### src/rtl/bcd_pkg.sv
// Shared definitions for the serial BCD adder: FSM encoding and digit constants.
package bcd_pkg;

  localparam int DIGIT_W = 4;
  localparam logic [DIGIT_W-1:0] MAX_DIGIT = 4'd9;

  typedef enum logic [1:0] {
    ST_IDLE = 2'd0,
    ST_ADD  = 2'd1,
    ST_DONE = 2'd2
  } state_t;

endpackage

### src/rtl/bcd_digit_adder.sv
// One BCD digit of addition with decimal carry. The 'bad' output (invalid
// operand digit) exists only when BCD_INPUT_CHECK_EN is defined.
module bcd_digit_adder
  import bcd_pkg::*;
(
  input  logic [DIGIT_W-1:0] a,
  input  logic [DIGIT_W-1:0] b,
  input  logic               ci,
  output logic [DIGIT_W-1:0] s,
`ifdef BCD_INPUT_CHECK_EN
  output logic               bad,
`endif
  output logic               co
);

  logic [DIGIT_W:0] t;

  always_comb begin
    t = {1'b0, a} + {1'b0, b} + {{DIGIT_W{1'b0}}, ci};
    if (t > {1'b0, MAX_DIGIT}) begin
      s  = DIGIT_W'(t - 5'd10);
      co = 1'b1;
    end else begin
      s  = t[DIGIT_W-1:0];
      co = 1'b0;
    end
  end

`ifdef BCD_INPUT_CHECK_EN
  assign bad = (a > MAX_DIGIT) || (b > MAX_DIGIT);
`endif

endmodule

### src/rtl/bcd_serial_adder.sv
// Digit-serial BCD adder: one digit per clock, LSB first, Done pulse on completion.
// Define BCD_INPUT_CHECK_EN to flag invalid operand digits on Err and zero the result.
module bcd_serial_adder
  import bcd_pkg::*;
#(
  parameter int NDIG = 4
) (
  input  logic                    Clock,
  input  logic                    Reset,
  input  logic [DIGIT_W*NDIG-1:0] A,
  input  logic [DIGIT_W*NDIG-1:0] B,
  input  logic                    Cin,
  input  logic                    Start,
  output logic                    Busy,
  output logic                    Done,
  output logic [DIGIT_W*NDIG-1:0] S,
  output logic                    Cout,
  output logic                    Err
);

  localparam int W     = DIGIT_W * NDIG;
  localparam int IDX_W = (NDIG > 1) ? $clog2(NDIG) : 1;
  localparam logic [IDX_W-1:0] LAST_IDX = IDX_W'(NDIG - 1);

  state_t           state_q, state_d;
  logic [W-1:0]     a_q, a_d, b_q, b_d, s_q, s_d;
  logic [IDX_W-1:0] idx_q, idx_d;
  logic             carry_q, carry_d;
  logic             cout_q, cout_d;
  logic             busy_q, busy_d;
  logic             done_q, done_d;
  logic [DIGIT_W-1:0] dig_s;
  logic             dig_co;
`ifdef BCD_INPUT_CHECK_EN
  logic             err_q, err_d;
  logic             dig_bad;
`endif

  // Operands shift right each digit, so the adder always sees the current digit at the bottom.
  bcd_digit_adder u_digit (
    .a   (a_q[DIGIT_W-1:0]),
    .b   (b_q[DIGIT_W-1:0]),
    .ci  (carry_q),
    .s   (dig_s),
`ifdef BCD_INPUT_CHECK_EN
    .bad (dig_bad),
`endif
    .co  (dig_co)
  );

  always_comb begin
    // NOTE: every _d gets a default first so no path leaves it unassigned (no latches).
    state_d = state_q;
    a_d     = a_q;
    b_d     = b_q;
    s_d     = s_q;
    idx_d   = idx_q;
    carry_d = carry_q;
    cout_d  = cout_q;
    done_d  = 1'b0;
`ifdef BCD_INPUT_CHECK_EN
    err_d   = err_q;
`endif
    unique case (state_q)
      ST_IDLE: begin
        if (Start) begin
          a_d     = A;
          b_d     = B;
          carry_d = Cin;
          idx_d   = '0;
          s_d     = '0;
`ifdef BCD_INPUT_CHECK_EN
          err_d   = 1'b0;
`endif
          state_d = ST_ADD;
        end
      end
      ST_ADD: begin
        s_d[int'(idx_q)*DIGIT_W +: DIGIT_W] = dig_s;
        carry_d = dig_co;
        a_d     = a_q >> DIGIT_W;
        b_d     = b_q >> DIGIT_W;
`ifdef BCD_INPUT_CHECK_EN
        err_d   = err_q | dig_bad;
`endif
        if (idx_q == LAST_IDX) begin
          cout_d  = dig_co;
          state_d = ST_DONE;
        end else begin
          idx_d = idx_q + IDX_W'(1);
        end
      end
      ST_DONE: begin
        done_d  = 1'b1;
        state_d = ST_IDLE;
`ifdef BCD_INPUT_CHECK_EN
        if (err_q) begin
          s_d    = '0;
          cout_d = 1'b0;
        end
`endif
      end
      default: state_d = ST_IDLE;
    endcase
    busy_d = (state_d != ST_IDLE);
  end

  // NOTE: sequential state uses non-blocking assignments only; all flops reset asynchronously.
  always_ff @(posedge Clock or posedge Reset) begin
    if (Reset) begin
      state_q <= ST_IDLE;
      a_q     <= '0;
      b_q     <= '0;
      s_q     <= '0;
      idx_q   <= '0;
      carry_q <= 1'b0;
      cout_q  <= 1'b0;
      busy_q  <= 1'b0;
      done_q  <= 1'b0;
`ifdef BCD_INPUT_CHECK_EN
      err_q   <= 1'b0;
`endif
    end else begin
      state_q <= state_d;
      a_q     <= a_d;
      b_q     <= b_d;
      s_q     <= s_d;
      idx_q   <= idx_d;
      carry_q <= carry_d;
      cout_q  <= cout_d;
      busy_q  <= busy_d;
      done_q  <= done_d;
`ifdef BCD_INPUT_CHECK_EN
      err_q   <= err_d;
`endif
    end
  end

  assign Busy = busy_q;
  assign Done = done_q;
  assign S    = s_q;
  assign Cout = cout_q;
`ifdef BCD_INPUT_CHECK_EN
  assign Err  = err_q;
`else
  assign Err  = 1'b0;
`endif

endmodule

### config.mk
export PLATFORM = sky130hd
export DESIGN_NAME = bcd_serial_adder
export DESIGN_NICKNAME = d
export VERILOG_FILES = /design/src/rtl/bcd_pkg.sv /design/src/rtl/bcd_digit_adder.sv /design/src/rtl/bcd_serial_adder.sv
export SDC_FILE = /design/constraint.sdc
export NUM_CORES = 1
export LEC_CHECK = 0
export ABC_CLOCK_PERIOD_IN_PS = 3320
export CORE_ASPECT_RATIO = 1.2
export CORE_UTILIZATION = 51
export CTS_CLUSTER_SIZE = 16
export DETAILED_ROUTE_END_ITERATION = 10
export PLACE_DENSITY = 0.9
export SLEW_MARGIN = 40
export SYNTH_ARGS = -nofsm -noshare
export SYNTH_HDL_FRONTEND = slang
export SYNTH_SLANG_ARGS = --single-unit
export TNS_END_PERCENT = 50
### constraint.sdc
create_clock -name Clock -period 3.32 [get_ports Clock]
set_input_delay 0.664 -clock Clock [delete_from_list [all_inputs] [get_ports Clock]]
set_output_delay 0.664 -clock Clock [all_outputs]
set_load 0.02 [all_outputs]
==> run metrics, run 1 <==
run status complete, no violations; Yosys cell types between 40 and 50; vias in the first global route 2,326; Yosys reg bits between 50 and 60; Clock Skew between 0.009 and 0.01 ns; ratio of cells with drive above 1 in the final layout under 10%; CP Launch Type flip-flop; H-tree depth 2; fill count between 400 and 500; root buffer cell clkbuf_8; Initial Util 53.05%; syn nets between 300 and 400; Syn-to-layout area delta 25.91%; antenna violations before repair 0; HP Class flip-flop to flip-flop; die width between 60 and 70 um; # Post-CTS Setup Buffers 0; Register Area 0.001401 mm2; clk slew on worst S/H paths approximately 0.10 ns; Die Ht roughly 83 um; Synth Cell Area approximately 0.0028 mm2; final hold vios 0; CTS tree done; first-pass GRT wire length ~11,000 um; most used cell, CP fa_1; final worst path period share approximately 94%; Synth Flop Type dfrtp_1; area of the multi-input gates between 0.001 and 0.0015 mm2; IO buf count 54; post_cts resized 0; Slew @ Worst Pin approximately 0.74 ns; Lkg Pwr around 1.5 nW; proportion of synthesized chip area in sequential cells about 50%; nets@finish 391; Cells after Synth ~300; pwr dens roughly 950 mW/mm2; CP cell instances fa_1, fa_1, xor2_2, inv_1, ha_1, and2b_2, or3_1, o21a_4, o31ai_1; I/O pins 56; global placement routability congestion ~0.79; placed cells 400; DR WL/cell 15.53 um; min Tclk post-route 3.124 ns; asr flop ratio synth between 90% and 100%; commonest non-fill, non-tap cell in the layout dfrtp_1; CP max FO 6; clock tree buffer depth 2; row count 29; max-slew violation count 0; DR iter-0 viols between 100 and 150; Die ar. slightly below 0.006 mm2; HPWL Detailed 4524 um; crit end category flip-flop; CORE AREA roughly 0.0053 mm2; DRC 0; Area after DPL between 0.003 and 0.004 mm2; Rel. slew slack roughly half; Hold Buf Count CTS 0; DR pass1 iterations 4; Sink Count 56; Ys Warns 0; Req. time, crit path 3.53 ns; clock latency on the worst-skew pair 0.31 ns; ANT cells 0; Setup CP Type flip-flop to flip-flop; Max Fclk between 300 and 400 MHz; count of non-filler cells in the finished layout 407; post-route ant nets 0; GRT Overall Usage 23.01%; Crit-path slowest cell or3_1; Avg Synthesized Cell Area about 9.4 um2; routed wire length around 6300 um; commonest cells after routing, fill and taps aside 56 x dfrtp_1, 54 x clkdlybuf4s50_1, 46 x nand2_1, 38 x o21ai_0; vias approximately 2,400; Max Cap Viol 0; number of buffers created by CTS 5; final setup TNS 0 ns; CP peak stage delay 0.50 ns; via/cell ratio around 5.9; number of synthesized flops with an enable pin 0; post-route cell area ~0.0035 mm2; final setup fails 0; Crit path arrival time roughly 3.3 ns; VDD IR max approximately 0.49 mV; RSZ-0062 raised after global routing no; total congestion overflow 0; largest net degree at the start of global routing 57
==> logic make-up (layout without fill, tap and decap cells) <==
logic type | count (synthesis) | after routing | share of synthesized area (%)
AO/OA/AOI/OAI | 99 | 99 | 22.40
XOR/XNOR | 1 | 1 | 0.3117
adder cells (fa/ha/maj) | 10 | 10 | 4.987
buffers and inverters | 30 | 77 | 4.452
flip-flops | 56 | 56 | 49.87
other | 1 | 1 | 0.1334
AND/OR/NAND/NOR | 101 | 101 | 17.85
==> worst max-delay path, delay by kind of cell (launching register included) <==
kind,cells,cell delay (ns)
adders and majority gates,3,1.13
DFF,1,0.42
and+or+nand+nor,2,0.71
xor gates and xnor gates,1,0.17
buffers and inverters,1,0.06
AOI/OAI and AO/OA,2,0.53
==> where the power goes <==
part	switching [mW]	leakage [nW]	total (mW)	internal, mW
sequential	0.207	0.741	1.14	0.931
clock	0.221	0.0642	0.518	0.297
combinational	0.975	0.704	1.71	0.736
==> Yosys cell counts, drive strengths merged (2+ instances only) <==
master	instances	share of area, %
and3	2	0.45
a31oi	12	2.7
o22ai	3	0.67
clkbuf	18	2.4
nand4	3	0.67
a21oi	15	2.7
or2	5	1.1
buf	3	0.80
nand2	46	6.1
ha	8	3.6
a22oi	15	4.0
o21ai	42	7.5
nand3	4	0.71
dfrtp	56	50
nor2	5	0.67
o31ai	2	0.53
a22o	2	0.62
fa	2	1.4
and2	15	3.3
nor2b	11	2.4
o311ai	3	1.5
inv	9	1.2
nor3	4	0.71
==> sequential cells by signal, indices dropped and copies added, names as in the netlist <==
signal   count
b_q         16
Busy         1
S           16
Cout         1
carry_q      1
Done         1
state_q      2
a_q         16
idx_q        2
==> routing by layer <==
layer | vias up | global-route usage [%] | wire length (um)
met5 | - | 0 | 0
met2 | 81 | 38.46 | 3309
li1 | 1133 | - | -
met3 | 12 | 5.583 | 323
met4 | 0 | 8.000 | 110
met1 | 1164 | 28.95 | 2579
==> per-stage QoR <==
stage	utilization (%)	power (mW)	setup slack, ns	hold slack, ns
after CTS	66.65	3.357	0.1508	0.4823
after global placement	64.22	2.730	0.3163	0.4539
after floorplan	-	2.309	0.3304	0.4418
after global routing	66.79	3.592	0.05388	0.5102
after detailed placement	64.22	2.831	0.1808	0.4617
final	66.79	3.368	0.1962	0.4816
==> path summary, 6_finish.rpt <==
| kind | from | endpoint | slack (ns) | depth (start not counted) |
|---|---|---|---|---|
| max | a_q[0] | S[5] | 0.20 | 9 |
| min | b_q[9] | b_q[9] | 0.48 | 2 |
| max reg2reg | a_q[0] | S[5] | 0.20 | 9 |
| min reg2reg | b_q[9] | b_q[9] | 0.48 | 2 |
| max in group asynchronous | Reset | b_q[2] | 2.36 | 3 |
| min in group asynchronous | Reset | state_q[1] | 0.71 | 3 |
==> cell type report <==
type,count,share of cell area (%)
Sequential cell,56,39.60
Multi-Input combinational cell,212,36.49
Timing Repair Buffer,61,17.11
Tap cell,62,2.192
Clock buffer,5,1.945
Clock inverter,2,1.697
Inverter,9,0.9547
(Power assumes the default switching activity.)
==> run 2, diff against run 1 <==
Settings changed: PLACE_DENSITY 0.9 to 0.81.
==> run 2 against run 1 <==
Compared with the run above: combinational power shrank 3%; sequential power is essentially flat; non-clock buffer count shrank 2; first-iteration DRC count shrank 18%; final cell count shrank 0.25%; largest cell class unchanged; highest routed layer unchanged.
==> run metrics, run 2 (synthesized netlist as in run 1, its figures left out) <==
IO buf count 54 (unchanged); GRT Overall Usage 23.71% (+0.70 points); Lkg Pwr 1.479 nW (-2.1%); Die ar. 0.005812 mm2 (unchanged); HP Start S[0]; first-pass GRT wire length 10,980 um (+1.9%); min Tclk post-route 3.174 ns (+0.05063 ns); routed wire length 6355 um (+0.52%); Power, Total 3.211 mW (-4.7%); nets@finish 389 (-0.51%); final worst path period share 95.62% (+1.5 points); run status complete, no violations; clock tree buffer depth 2 (unchanged); number of buffers created by CTS 5 (unchanged); Comb pwr share 51.8% (+1.0 points); DR pass1 iterations 4 (unchanged); ANT cells 0 (unchanged); final setup TNS 0 ns (unchanged); HP Class flip-flop to flip-flop; CP Launch Type flip-flop; CP max FO 6 (unchanged); vias in the first global route 2,300 (-1.1%); crit end category flip-flop; clock network power share 12.4% (-3.0 points); DP Worst Slack 0.1930 ns (+0.01220 ns); vias 2,356 (-1.4%); Die Ht 83.32 um (unchanged); VDD IR max 0.3484 mV (-28%); RSZ-0062 raised after global routing no; ratio of cells with drive above 1 in the final layout 6.686% (-0.56 points); post_cts resized 0 (unchanged); DRC 0 (unchanged); commonest non-fill, non-tap cell in the layout dfrtp_1; Syn-to-layout area delta 23.51%; WHS Endpoint S[0]; FF-to-FF setup slack 0.15 ns (-0.05 ns); register share of total power 35.9% (+2.1 points); Max Fclk 315.0 MHz (-1.6%); Req. time, crit path 3.53 ns (about the same); via/cell ratio 5.803 (-1.2%); met2 GRT Util 39.25% (+0.79 points); Clock Skew 0.01741 ns (+0.008182 ns); global placement routability congestion 0.8253 (+4.0%); Max Cap Viol 0 (unchanged); DR iter-0 viols 93 (-18%); final hold vios 0 (unchanged); HPWL Detailed 4466 um (-1.3%); Hold Buf Count CTS 0 (unchanged); Slew @ Worst Pin 0.6953 ns (-0.04684 ns); antenna violations before repair 0 (unchanged); P_sw 1.391 mW (-0.89%); WHS 0.4838 ns (+0.002177 ns); RR Endpoint S[1]; Area after DPL 0.003376 mm2 (-0.77%); Register Area 0.001403 mm2 (about the same); Worst Hold Depth 2 (unchanged); Setup CP Type flip-flop to flip-flop; post-route ant nets 0 (unchanged); die width 69.76 um (unchanged); Sink Count 56 (unchanged); reg2reg start b_q[0]; met3 usage 4.248% (-1.3 points); DR WL/cell 15.65 um (+0.77%); Switching Fraction 43.33% (+1.6 points); Crit path arrival time 3.38 ns (+0.05 ns); grt met1 use 31.02% (+2.1 points); area of the multi-input gates 0.001284 mm2 (-0.58%); internal power 1.820 mW (-7.4%); # Post-CTS Setup Buffers 0 (unchanged); CORE AREA 0.005298 mm2 (unchanged); H-tree depth 2 (unchanged); final setup fails 0 (unchanged); row count 29 (unchanged); largest net degree at the start of global routing 57 (unchanged); Initial Util 53.05% (unchanged); R2R cell count 9 (unchanged); post-route cell area 0.003471 mm2 (-1.9%); count of non-filler cells in the finished layout 406 (-0.25%); PnR worst setup slack 0.1455 ns (-0.05063 ns); root buffer cell clkbuf_8; clock latency on the worst-skew pair 0.32 ns (about the same); commonest cells after routing, fill and taps aside 55 x dfrtp_1, 54 x clkdlybuf4s50_1, 46 x nand2_1, 38 x o21ai_0; Core Util, Final 65.52% (-1.3 points); total congestion overflow 0 (unchanged); clk slew on worst S/H paths 0.11 ns (about the same); I/O pins 56 (unchanged); GRT busiest layer met2; pwr dens 925.0 mW/mm2 (-2.8%); max-slew violation count 0 (unchanged); CTS tree done; Rel. slew slack 53.64% (+3.1 points); fill count 440 (+7.8%); placed cells 398 (-0.50%)
==> run 2: cell count changes in the layout (fill, tap and decap cells not counted), sizes merged <==
| cell | previous run | this run |
|---|---|---|
| buf | 7 | 5 |
| bufinv | 2 | 0 |
| clkbuf | 5 | 7 |
| clkinv | 0 | 1 |
==> run 2: per-layer routing <==
layer  wire [um]  vias to the layer above
li1            -                     1132
met1        2760                     1134
met2        3200                       79
met3         265                       11
met4         129                        0
met5           0                        -
==> run 2: area by class of cell <==
type | instances | area share [%]
Sequential cell | 56 | 40.41
Tap cell | 62 | 2.235
Multi-Input combinational cell | 212 | 36.99
Inverter | 9 | 0.9733
Timing Repair Buffer | 59 | 16.65
Clock buffer | 7 | 2.487
Clock inverter | 1 | 0.2523
==> run 2: worst max-delay path, cell delays in order, from the launching register on <==
cell     delay [ns]
dfrtp_1        0.42
fa_1           0.44
fa_1           0.43
xor2_1         0.24
inv_1          0.07
ha_1           0.23
and2b_2        0.21
or3_1          0.49
o21a_4         0.27
o31ai_1        0.26
==> run 2: power groups by stage <==
stage / sequential [mW] / combinational (mW) / clock [mW]
floorplan: 1.18 / 1.13 / 0
global placement: 1.15 / 1.59 / 0
detailed placement: 1.16 / 1.66 / 0
CTS: 1.15 / 1.67 / 0.402
global route: 1.20 / 1.82 / 0.440
finish: 1.15 / 1.66 / 0.397
==> run 2: how the worst max path moves through the flow <==
stage	start	endpoint	slack, ns	cells after the start
2_1_floorplan	a_q[0]	S[13]	0.33	10
3_3_place_gp	a_q[0]	S[13]	0.30	9
3_5_place_dp	a_q[0]	S[1]	0.19	9
4_1_cts	a_q[0]	S[1]	0.17	9
5_1_grt	b_q[0]	S[1]	0.004	9
6_report	b_q[0]	S[1]	0.15	9
